[src/rtl/fetch_decode_unit_pkg.sv]
// Processor-wide definitions shared by the fetch stage: field positions, state
// encodings and PC arithmetic constants.
package fetch_decode_unit_pkg;

    localparam int PC_W    = 16;
    localparam int INSTR_W = 16;

    localparam logic [PC_W-1:0] PC_STEP_DEFAULT = 16'd2;

    localparam int OP_HI   = 15;
    localparam int OP_LO   = 12;
    localparam int RA_HI   = 11;
    localparam int RA_LO   = 9;
    localparam int RB_HI   = 8;
    localparam int RB_LO   = 6;
    localparam int IMM6_HI = 5;
    localparam int IMM6_LO = 0;

    typedef enum logic [1:0] {
        S_IDLE = 2'd0,
        S_REQ  = 2'd1,
        S_HOLD = 2'd2
    } fetch_state_e;

endpackage

[src/rtl/fetch_decode_unit_if.sv]
// Memory-request and decode-stage signals of the fetch unit, plus its state for
// observation. Handshakes: a transfer happens on a rising edge where the source
// holds its request/valid high and the sink holds its ready high.
interface fetch_decode_unit_if;
    import fetch_decode_unit_pkg::*;

    logic               mem_req;
    logic [PC_W-1:0]    mem_addr;
    logic [INSTR_W-1:0] mem_rdata;
    logic               mem_ready;
    logic               redirect;
    logic [PC_W-1:0]    redirect_pc;
    logic               dec_valid;
    logic               dec_ready;
    logic [PC_W-1:0]    dec_pc;
    logic [3:0]         dec_op;
    logic [2:0]         dec_ra;
    logic [2:0]         dec_rb;
    logic [5:0]         dec_imm6;
    fetch_state_e       dbg_state;

    modport master (
        output mem_req, mem_addr, dec_valid, dec_pc, dec_op, dec_ra, dec_rb,
               dec_imm6, dbg_state,
        input  mem_rdata, mem_ready, redirect, redirect_pc, dec_ready
    );

    modport slave (
        input  mem_req, mem_addr, dec_valid, dec_pc, dec_op, dec_ra, dec_rb,
               dec_imm6, dbg_state,
        output mem_rdata, mem_ready, redirect, redirect_pc, dec_ready
    );

endinterface

[src/rtl/fetch_decode_unit_instruction_register.sv]
// Load-enabled instruction register; the decoded fields are plain slices of it
// so they add no latency.
module instruction_register
    import fetch_decode_unit_pkg::*;
(
    input  logic               clk,
    input  logic               reset,
    input  logic               load_i,
    input  logic [INSTR_W-1:0] d_i,
    output logic [3:0]         op_o,
    output logic [2:0]         ra_o,
    output logic [2:0]         rb_o,
    output logic [5:0]         imm6_o
);

    logic [INSTR_W-1:0] ir_q;
    logic [INSTR_W-1:0] ir_d;

    always_comb begin
        ir_d = ir_q;
        if (load_i) begin
            ir_d = d_i;
        end
    end

    always_ff @(posedge clk) begin
        if (reset) begin
            ir_q <= '0;
        end else begin
            ir_q <= ir_d;
        end
    end

    assign op_o   = ir_q[OP_HI:OP_LO];
    assign ra_o   = ir_q[RA_HI:RA_LO];
    assign rb_o   = ir_q[RB_HI:RB_LO];
    assign imm6_o = ir_q[IMM6_HI:IMM6_LO];

endmodule

[src/rtl/fetch_decode_unit.sv]
// Fetch stage: PC, instruction-memory request FSM and hand-off of the latched
// instruction to decode.
module fetch_decode_unit
    import fetch_decode_unit_pkg::*;
#(
    parameter logic [PC_W-1:0] RESET_PC = 16'h0000,
    parameter logic [PC_W-1:0] PC_STEP  = PC_STEP_DEFAULT
)(
    input  logic                  clk,
    input  logic                  reset,
    fetch_decode_unit_if.master   bus
);

    fetch_state_e    state_q, state_d;
    logic [PC_W-1:0] pc_q, pc_d;
    logic [PC_W-1:0] dec_pc_q, dec_pc_d;
    logic            ir_load;

    // Redirect overrides everything but reset: a word returning in the same
    // cycle is dropped and a held instruction is squashed.
    always_comb begin
        state_d  = state_q;
        pc_d     = pc_q;
        dec_pc_d = dec_pc_q;
        ir_load  = 1'b0;
        if (bus.redirect) begin
            state_d = S_REQ;
            pc_d    = bus.redirect_pc;
        end else begin
            case (state_q)
                S_IDLE: state_d = S_REQ;
                S_REQ: begin
                    if (bus.mem_ready) begin
                        ir_load  = 1'b1;
                        dec_pc_d = pc_q;
                        pc_d     = pc_q + PC_STEP;
                        state_d  = S_HOLD;
                    end
                end
                S_HOLD: begin
                    if (bus.dec_ready) begin
                        state_d = S_REQ;
                    end
                end
                default: state_d = S_IDLE;
            endcase
        end
    end

    always_ff @(posedge clk) begin
        if (reset) begin
            state_q  <= S_IDLE;
            pc_q     <= RESET_PC;
            dec_pc_q <= '0;
        end else begin
            state_q  <= state_d;
            pc_q     <= pc_d;
            dec_pc_q <= dec_pc_d;
        end
    end

    instruction_register u_ir (
        .clk    (clk),
        .reset  (reset),
        .load_i (ir_load),
        .d_i    (bus.mem_rdata),
        .op_o   (bus.dec_op),
        .ra_o   (bus.dec_ra),
        .rb_o   (bus.dec_rb),
        .imm6_o (bus.dec_imm6)
    );

    assign bus.mem_req   = (state_q == S_REQ);
    assign bus.dec_valid = (state_q == S_HOLD);
    assign bus.mem_addr  = pc_q;
    assign bus.dec_pc    = dec_pc_q;
    assign bus.dbg_state = state_q;

endmodule

[src/flat_wrapper.sv]
// flat-port wrapper written by rule: the top's interface ports become plain ports
module fetch_decode_unit_flat import fetch_decode_unit_pkg::*;
#(
    parameter logic [PC_W-1:0] RESET_PC = 16'h0000,
    parameter logic [PC_W-1:0] PC_STEP  = PC_STEP_DEFAULT
)
  (clk, reset, bus_mem_req, bus_mem_addr, bus_dec_valid, bus_dec_pc, bus_dec_op, bus_dec_ra, bus_dec_rb, bus_dec_imm6, bus_dbg_state, bus_mem_rdata, bus_mem_ready, bus_redirect, bus_redirect_pc, bus_dec_ready);
  fetch_decode_unit_if bus_i ();
  input  logic clk;
  input  logic reset;
  output wire logic [$bits(bus_i.mem_req)-1:0] bus_mem_req;
  output wire logic [$bits(bus_i.mem_addr)-1:0] bus_mem_addr;
  output wire logic [$bits(bus_i.dec_valid)-1:0] bus_dec_valid;
  output wire logic [$bits(bus_i.dec_pc)-1:0] bus_dec_pc;
  output wire logic [$bits(bus_i.dec_op)-1:0] bus_dec_op;
  output wire logic [$bits(bus_i.dec_ra)-1:0] bus_dec_ra;
  output wire logic [$bits(bus_i.dec_rb)-1:0] bus_dec_rb;
  output wire logic [$bits(bus_i.dec_imm6)-1:0] bus_dec_imm6;
  output wire logic [$bits(bus_i.dbg_state)-1:0] bus_dbg_state;
  input wire logic [$bits(bus_i.mem_rdata)-1:0] bus_mem_rdata;
  input wire logic [$bits(bus_i.mem_ready)-1:0] bus_mem_ready;
  input wire logic [$bits(bus_i.redirect)-1:0] bus_redirect;
  input wire logic [$bits(bus_i.redirect_pc)-1:0] bus_redirect_pc;
  input wire logic [$bits(bus_i.dec_ready)-1:0] bus_dec_ready;
  assign bus_mem_req = bus_i.mem_req;
  assign bus_mem_addr = bus_i.mem_addr;
  assign bus_dec_valid = bus_i.dec_valid;
  assign bus_dec_pc = bus_i.dec_pc;
  assign bus_dec_op = bus_i.dec_op;
  assign bus_dec_ra = bus_i.dec_ra;
  assign bus_dec_rb = bus_i.dec_rb;
  assign bus_dec_imm6 = bus_i.dec_imm6;
  assign bus_dbg_state = bus_i.dbg_state;
  assign bus_i.mem_rdata = bus_mem_rdata;
  assign bus_i.mem_ready = bus_mem_ready;
  assign bus_i.redirect = bus_redirect;
  assign bus_i.redirect_pc = bus_redirect_pc;
  assign bus_i.dec_ready = bus_dec_ready;
  fetch_decode_unit #(.RESET_PC(RESET_PC), .PC_STEP(PC_STEP)) u_core (.clk(clk), .reset(reset), .bus(bus_i));
endmodule
[config.mk]
export PLATFORM = sky130hd
export DESIGN_NAME = fetch_decode_unit_flat
export DESIGN_NICKNAME = d
export VERILOG_FILES = /design/src/rtl/fetch_decode_unit_pkg.sv /design/src/rtl/fetch_decode_unit_if.sv /design/src/rtl/fetch_decode_unit_instruction_register.sv /design/src/rtl/fetch_decode_unit.sv /design/src/flat_wrapper.sv
export SDC_FILE = /design/constraint.sdc
export NUM_CORES = 1
export LEC_CHECK = 0
export CAP_MARGIN = 40
export CORE_ASPECT_RATIO = 2
export CORE_MARGIN = 2
export CORE_UTILIZATION = 24
export DETAILED_ROUTE_END_ITERATION = 8
export MAX_ROUTING_LAYER = met4
export PLACE_DENSITY = 0.51
export SYNTH_ARGS = -nofsm -noshare
export SYNTH_HDL_FRONTEND = slang
export SYNTH_SLANG_ARGS = --single-unit
export TNS_END_PERCENT = 10
[constraint.sdc]
create_clock -name clk -period 1.8 [get_ports clk]
set_input_delay 0.36 -clock clk [delete_from_list [all_inputs] [get_ports clk]]
set_output_delay 0.36 -clock clk [all_outputs]
set_load 0.02 [all_outputs]
==> impl_metrics.py <==
metrics = {
    "critical_path": {
        "crit_path_top_delay_cell": "clkdlybuf4s50_1",
        "crit_path_start_kind": "flop",
        "path_buf_inv": 1,
        "path_cells": "clkdlybuf4s50_1",
        "crit_type": "reg2out",
        "critPathMaxStageDelay_ns": 0.65,
        "worstPathMaxFanout": 5,
        "required_ns": 1.44,
        "end_kind": "output port",
        "path_delay_family": "buffers and inverters",
        "cp.arrival_ns": 1.39,
    },
    "route": {
        "drtIter0Drc": 65,
        "wire_per_inst_um": 14.7,
        "wl_um": 6720,
        "vias": 2095,
        "firstDrtPassIters": 4,
        "via_per_inst": 4.59,
        "ant_nets": 0,
        "drc_errors": 0,
    },
    "logic_synthesis": {
        "synth_area_per_cell_um2": 8.38,
        "synth_top_family_by_area": "simple AND/OR/NAND/NOR gates",
        "synth_xor_area_frac": 0.0364,
        "synth_top_cells_by_count": "nand2_1 (74), dfxtp_1 (50), a21oi_1 (39)",
        "syn_area_um2": 2160,
        "synth-seq-area-share": 0.463,
        "synthDistinctLibCells": 38,
        "synth_seq_cells": 50,
        "synth_top_area_share": 0.463,
        "yosysTopAreaCell": "dfxtp_1",
        "synthMuxAreaShare": 0.00983,
        "synthTopCellsByArea": "dfxtp_1 (46%), nand2_1 (13%), a21oi_1 (9.0%), nor4_4 (3.9%), xnor2_1 (3.6%)",
        "yosysMostFrequentCell": "nand2_1",
        "synth_ff_type": "dfxtp_1",
        "yosysWarnings": 0,
        "synth_compound_area_frac": 0.166,
        "synthesis.nets": 296,
        "synth-async-reset-ratio": 0,
        "synth-adder-area-share": 0.00578,
        "synth_edf_count": 0,
        "synth_cells": 258,
        "synthSimpleGateAreaFrac": 0.273,
    },
    "placed_design": {
        "dp_cells": 448,
        "pre_cts_slack_ns": -0.213,
        "place_hpwl_um": 4920,
        "port-buffer-count": 88,
        "place_congestion": 0.760,
    },
    "floorplan": {
        "die_x_um": 71.1,
        "rows": 49,
        "coreArea_um2": 8890,
        "die_h_um": 138,
        "die_area_um2": 9840,
        "initial_core_util": 0.243,
        "ios": 89,
    },
    "layout": {
        "layout-drive-gt1-share": 0.124,
        "layout.cells.non_filler": 456,
        "insertedDiodeCount": 0,
        "fillers": 892,
        "final_nets": 391,
        "area_growth_pct": 59.5,
    },
    "timing": {
        "maxSlewViolCount": 0,
        "fin_ws_ns": 0.0464,
        "hold_viol_final": 0,
        "tightest_slew_ns": 0.408,
        "period_minus_slack_ns": 1.75,
        "post-route-period-util": 0.974,
        "fin_skew_ns": 0.00529,
        "finalSetupViolCount": 0,
        "max_freq_mhz": 570,
        "rsz0062_at_grt": "yes",
        "timing.slew.headroom": 0.727,
    },
    "run": {
        "drv_cap": 0,
    },
    "global_route": {
        "grt_use_total": 0.143,
        "grt_pass1_vias": 2133,
        "grt_pass1_wl_um": 10700,
        "overflow": 0,
        "grt_max_degree": 33,
        "grt_antenna_before_repair": 0,
    },
    "min_path": {
        "hold_class": "reg2reg",
    },
    "clock_network": {
        "clk_pin_slew_ns": 0.07,
        "cts_tree": "yes",
        "postCtsHoldBufs": 0,
        "numCtsBuffers": 5,
        "cts.path.max_buffers": 2,
        "cts_sinks": 50,
        "insertion_delay_ns": 0.30,
        "root_buffer": "clkbuf_16",
        "htree_levels": 2,
        "post-cts-setup-buffer-count": 0,
    },
    "pwr": {
        "cellLeakagePower_nw": 1.29,
        "pwr_density_cell_nw_per_um2": 787,
        "irDropWorstVdd_mv": 0.404,
    },
    "outcome": {
        "status": "finished, final reports clean",
    },
}
final timing paths:
kind	startpoint	to	slack [ns]	depth (start not counted)
max	u_core.bus.mem_addr[10]$_SDFFE_PP0P_	bus_mem_addr[10]	0.05	1
min	u_core.u_ir.ir_q[10]$_SDFFE_PP0P_	u_core.u_ir.ir_q[10]$_SDFFE_PP0P_	0.45	2
max reg2reg	u_core.bus.mem_addr[1]$_SDFFE_PP0P_	u_core.bus.mem_addr[5]$_SDFFE_PP0P_	0.13	4
min reg2reg	u_core.u_ir.ir_q[10]$_SDFFE_PP0P_	u_core.u_ir.ir_q[10]$_SDFFE_PP0P_	0.45	2
where the power goes:
part	switching, W	internal [W]
sequential	0.0000469	0.00115
combinational	0.000208	0.000222
clock	0.000433	0.000656
logic make-up (layout without fill, tap and decap cells):
kind of cell    Yosys count  after routing
flops                    50             50
simple gates            114            114
mux                       2              2
xor+xnor                  9              9
compound gates           58             58
fa+ha+maj                 1              1
buf+inv                  24            120
final cells by class:
type                            instances  area, um2  area share
Tap cell                              102        128      0.0370
Timing Repair Buffer                  106       1050       0.305
Multi-Input combinational cell        184       1080       0.312
Clock buffer                            5        125      0.0363
Clock inverter                          3       45.0      0.0131
Sequential cell                        50       1000       0.290
Inverter                                6       22.5     0.00653
repair_timing:
action / 4_1_cts / 5_1_grt
endpoints found under the hold margin: 0 / 0
setup endpoints to repair: 5 / 5
gates resized for setup: 5 / 5
placed cells by master, fill, tap and decap left out, types with 5 or more instances in the layout:
master / instances
clkdlybuf4s50_1: 78
nand2_1: 74
dfxtp_1: 50
a21oi_1: 39
buf_4: 15
nor2_1: 12
xnor2_1: 9
inv_1: 6
nand3_1: 5
clkbuf_16: 5
dlygate4sd2_1: 5
flip-flops by register name, indices dropped and copies added, names as in the netlist:
signal,flops
u_core.bus.dec_pc,16
u_core.bus.mem_addr,16
u_core.u_ir.ir_q,16
u_core.bus.dbg_state,2
per-layer routing:
metal  track usage  share of wire
met1         0.155           0.39
met2         0.257           0.55
met3        0.0204          0.035
met4        0.0546          0.018
met5             -              0
stage by stage:
stage / hold WS, ns / instance area [um2] / TNS [ns] / total power [W] / util
2_1_floorplan: 0.496 / 2160 / 0 / 0.00141 / -
3_3_place_gp: 0.442 / 3270 / -3.23 / 0.00166 / 0.368
3_5_place_dp: 0.445 / 3270 / -4.41 / 0.00166 / 0.368
4_1_cts: 0.455 / 3430 / 0 / 0.00277 / 0.386
5_1_grt: 0.479 / 3450 / -0.0140 / 0.00283 / 0.388
6_report: 0.454 / 3450 / 0 / 0.00272 / 0.388
No activity file was read; power rests on OpenSTA's default activity.
